**src/rtl/pipe_if_id_queue.sv**
```systemverilog
// Fetch-to-decode queue: DEPTH-entry FIFO of {pc4, instruction} pairs
// with valid/ready on both sides, one-cycle branch flush, NOP when empty.
module pipe_if_id_queue #(
    parameter int                 DEPTH     = 4,
    parameter int                 PC_W      = 32,
    parameter int                 INSTR_W   = 32,
    parameter logic [INSTR_W-1:0] NOP_INSTR = '0
) (
    input  logic                       clk,
    input  logic                       rst,
    input  logic                       if_valid,
    input  logic [PC_W-1:0]            if_pc4,
    input  logic [INSTR_W-1:0]         if_instruction,
    output logic                       if_ready,
    input  logic                       is_branch,
    input  logic                       id_ready,
    output logic                       id_valid,
    output logic [PC_W-1:0]            id_pc4,
    output logic [INSTR_W-1:0]         id_instruction,
    output logic [$clog2(DEPTH+1)-1:0] count
);

    localparam int CW = $clog2(DEPTH + 1);
    localparam int PW = $clog2(DEPTH);
    localparam logic [CW-1:0] FULL = CW'(DEPTH);
    localparam logic [PW-1:0] LAST = PW'(DEPTH - 1);

    logic [PC_W-1:0]    pc_q  [DEPTH];
    logic [INSTR_W-1:0] ins_q [DEPTH];
    logic [PW-1:0]      rd_ptr;
    logic [PW-1:0]      wr_ptr;
    logic [CW-1:0]      count_q;
    logic               push;
    logic               pop;

    // Explicit wrap so DEPTH need not be a power of two.
    function automatic logic [PW-1:0] nxt(input logic [PW-1:0] p);
        return (p == LAST) ? '0 : p + 1'b1;
    endfunction

    assign if_ready = (count_q < FULL) && !is_branch;
    assign id_valid = (count_q != '0);
    assign push     = if_valid && if_ready;
    assign pop      = id_valid && id_ready && !is_branch;
    assign count    = count_q;

    assign id_pc4         = id_valid ? pc_q[rd_ptr]  : '0;
    assign id_instruction = id_valid ? ins_q[rd_ptr] : NOP_INSTR;

    always_ff @(posedge clk) begin
        if (rst || is_branch) begin
            rd_ptr  <= '0;
            wr_ptr  <= '0;
            count_q <= '0;
        end else begin
            if (push)
                wr_ptr <= nxt(wr_ptr);
            if (pop)
                rd_ptr <= nxt(rd_ptr);
            if (push && !pop)
                count_q <= count_q + 1'b1;
            else if (pop && !push)
                count_q <= count_q - 1'b1;
        end
    end

    // Storage needs no reset: id_valid masks stale contents.
    always_ff @(posedge clk) begin
        if (push) begin
            pc_q[wr_ptr]  <= if_pc4;
            ins_q[wr_ptr] <= if_instruction;
        end
    end

endmodule

```
**config.mk**
```make
export PLATFORM = sky130hd
export DESIGN_NAME = pipe_if_id_queue
export DESIGN_NICKNAME = d
export VERILOG_FILES = /design/src/rtl/pipe_if_id_queue.sv
export SDC_FILE = /design/constraint.sdc
export NUM_CORES = 1
export LEC_CHECK = 0
export CORE_MARGIN = 10
export CORE_UTILIZATION = 57
export CTS_BUF_LIST = sky130_fd_sc_hd__clkbuf_8
export DETAILED_ROUTE_END_ITERATION = 12
export PLACE_DENSITY = 0.82
export RECOVER_POWER = 25
export SLEW_MARGIN = 15
export SYNTH_ARGS = -nofsm -noshare
export SYNTH_HDL_FRONTEND = slang
export SYNTH_SLANG_ARGS = --single-unit
```
**constraint.sdc**
```tcl
create_clock -name clk -period 3.4 [get_ports clk]
set_input_delay 0.34 -clock clk [delete_from_list [all_inputs] [get_ports clk]]
set_output_delay 0.34 -clock clk [all_outputs]
set_load 0.1 [all_outputs]
```
==> flow_summary.ini <==
[setup_path]
cp_max_fo = 29
worstPathArrival_ns = 2.51
start_kind = flop
crit-reg2reg-launch = count[0]
reg2reg_to = count[2]
crit_path_end_kind = output port
cp-endpoint = id_instruction[3]
r2r_slack_ns = 0.91
critPathRequiredTime_ns = 3.06
crit_type = reg2out
reg2regPathDepth = 8

[logic_synthesis]
yosysSeqAreaShare = 0.771
synth-seq-cells = 265
netlist.area_leader.share = 0.753
synth_area_mm2 = 0.0102
synth_area_leaders = edfxtp_1 (75%), mux4_2 (13%), and2_1 (4.2%), dfxtp_1 (1.8%), buf_12 (1.2%)
syn_inst = 453
syn-num-nets = 529
yosysWarnings = 0
synth_cell_type_count = 23
yosysTopAreaCell = edfxtp_1
avgSynthCellArea_um2 = 22.5

[floorplan]
io_pins = 138
die_w_um = 154
design.core.area_mm2 = 0.0174
die-area_mm2 = 0.0237
die_y_um = 154
rows = 48
start_util = 0.586

[flow_run]
cap_violations = 0

[clock_network]
cts_buffer_depth = 3
cts_hold_buf = 0
cts.sinks = 265
cts_setup_buffers = 0
cts_tree = yes
clk_pin_slew_worst_paths_ns = 0.06
cts_buffers = 41
root_buffer = clkbuf_8
cts_resized = 0
clkLatencyLatePin_ns = 0.52
htree_levels = 2

[sta]
grt_setup_unrepaired = false
final_max_slew_viol_count = 0
setup-violations-final = 0
slew_headroom = 0.332
hold_viol_final = 0
worst_pin_slew_ns = 0.998
fin_skew_ns = 0.0165
timing.setup.tns_ns = 0
fmax_mhz = 351
min_period_over_period = 0.837
period_needed_ns = 2.85

[global_route]
grt_usage = 0.168
antenna_found_initial = 4
grt_pass1_wl_mm = 31.1
grt_max_degree = 65
grt-ovfl-total = 0
first_global_vias = 5493

[power_and_ir_drop]
pwr_density_cell_mw_per_mm2 = 556
power_mw = 6.92
p_leak_nw = 4.24
vdd.ir_drop.worst_uv = 539

[run_status]
status = finished, final reports clean

[hold_path]
hold_path.startpoint = if_pc4[1]
hold_path_class = in2reg

[route]
drtIter0Drc = 311
vias_per_cell = 5.58
drt_wl_total_mm = 19.9
drt-pass1-iter-count = 4
postRouteAntennaNets = 0
via_count = 4943
wire_per_inst_um = 22.5
drc = 0

[final_layout]
areaGrowthSynthToFinish_pct = 21.8
drive_gt1_frac = 0.305
fill_cells = 1079
final_util = 0.714
fin_nets = 704

[placed_design]
place_congestion = 0.731
detailed_place_hpwl_mm = 12.8
io_buffers = 137
## how the worst min path moves through the flow
stage | to | slack (ns) | cells after the start
floorplan | ins_q[0][0] | 0.44 | 0
detailed placement | flop | 0.50 | 2
global placement | flop | 0.47 | 2
global route | pc_q[3][19] | 0.48 | 1
CTS | pc_q[0][10] | 0.43 | 1
finish | pc_q[2][1] | 0.47 | 1
## where the power goes
| group | switching [mW] | internal (mW) | leakage [nW] |
|---|---|---|---|
| clock network | 1.12 | 1.25 | 0.441 |
| logic | 0.651 | 0.245 | 1.40 |
| registers | 0.0207 | 3.63 | 2.40 |
| total | 1.79 | 5.13 | 4.24 |
## layout by cell type, fill, tap and decap left out, types with 2 or more instances in the layout
master	instances
dlygate4sd3_1	40
a21oi_1	2
clkinv_2	3
clkbuf_8	43
and2_4	4
nor2_1	7
ha_1	6
mux4_1	4
clkinv_1	7
mux2i_1	4
mux4_2	60
xor2_1	2
or3_1	2
or2_2	2
dfxtp_4	2
diode_2	3
buf_4	79
and2_1	64
buf_12	3
edfxtp_1	256
dfxtp_1	7
clkdlybuf4s50_1	32
inv_1	20
## final cells by class
cell class | count | area [µm²] | area share
sequential | 265 | 7880 | 0.633
multi-input combinational | 163 | 2140 | 0.172
timing repair buffer | 154 | 1370 | 0.110
clock buffer | 43 | 592 | 0.0476
tap | 225 | 282 | 0.0226
clock inverter | 30 | 151 | 0.0122
inverter | 3 | 11.3 | 0.000906
antenna | 3 | 7.51 | 0.000604
## critical path, stage by stage, from the launching register on
cell	delay (ns)
dfxtp_4	0.71
buf_4	0.32
mux4_2	0.53
and2_1	0.18
buf_4	0.23
## cells in the mapped netlist
cell,number
ha_1,6
nor3b_2,1
mux4_2,60
mux4_1,4
nand2_1,1
clkbuf_1,8
and2_1,68
edfxtp_1,256
nor2_1,7
o31ai_1,1
or2_2,2
dfxtp_1,9
or3_1,3
buf_2,6
a21oi_1,2
fa_1,1
inv_1,3
buf_6,1
xor2_1,2
mux2i_1,4
clkbuf_2,1
o21ai_0,1
buf_12,6
## stage by stage
step / setup slack, ns / std cells / hold WS [ns] / cell area [µm²]
finish: 0.555 / 886 / 0.470 / 12400
detailed placement: 0.699 / 810 / 0.495 / 11700
floorplan: 0.225 / 453 / 0.439 / 10200
CTS: 0.454 / 883 / 0.428 / 12400
global placement: 0.820 / 810 / 0.469 / 11700
global route: 0.367 / 885 / 0.481 / 12400
## kinds of logic after synthesis
group,share of synthesized area
DFF,0.771
and+or+nand+nor,0.0489
muxes,0.147
buffers and inverters,0.0204
adders and majority gates,0.00932
AOI/OAI and AO/OA,0.00221
xor gates and xnor gates,0.00172
## sequential cells by signal (all words and copies together), names as in the netlist, named ones only
signal	cells
ins_q	128
pc_q	128
count	3
rd_ptr	2
wr_ptr	2
## metal layers
metal	GRT usage	vias to the layer above	part of all wire	wire [µm]
met5	0	-	0	0
met1	0.200	2529	0.39	7670
met4	0.0675	0	0.023	455
met2	0.287	183	0.52	10400
li1	-	2196	-	-
met3	0.0413	35	0.068	1360
(Power assumes the default switching activity.)
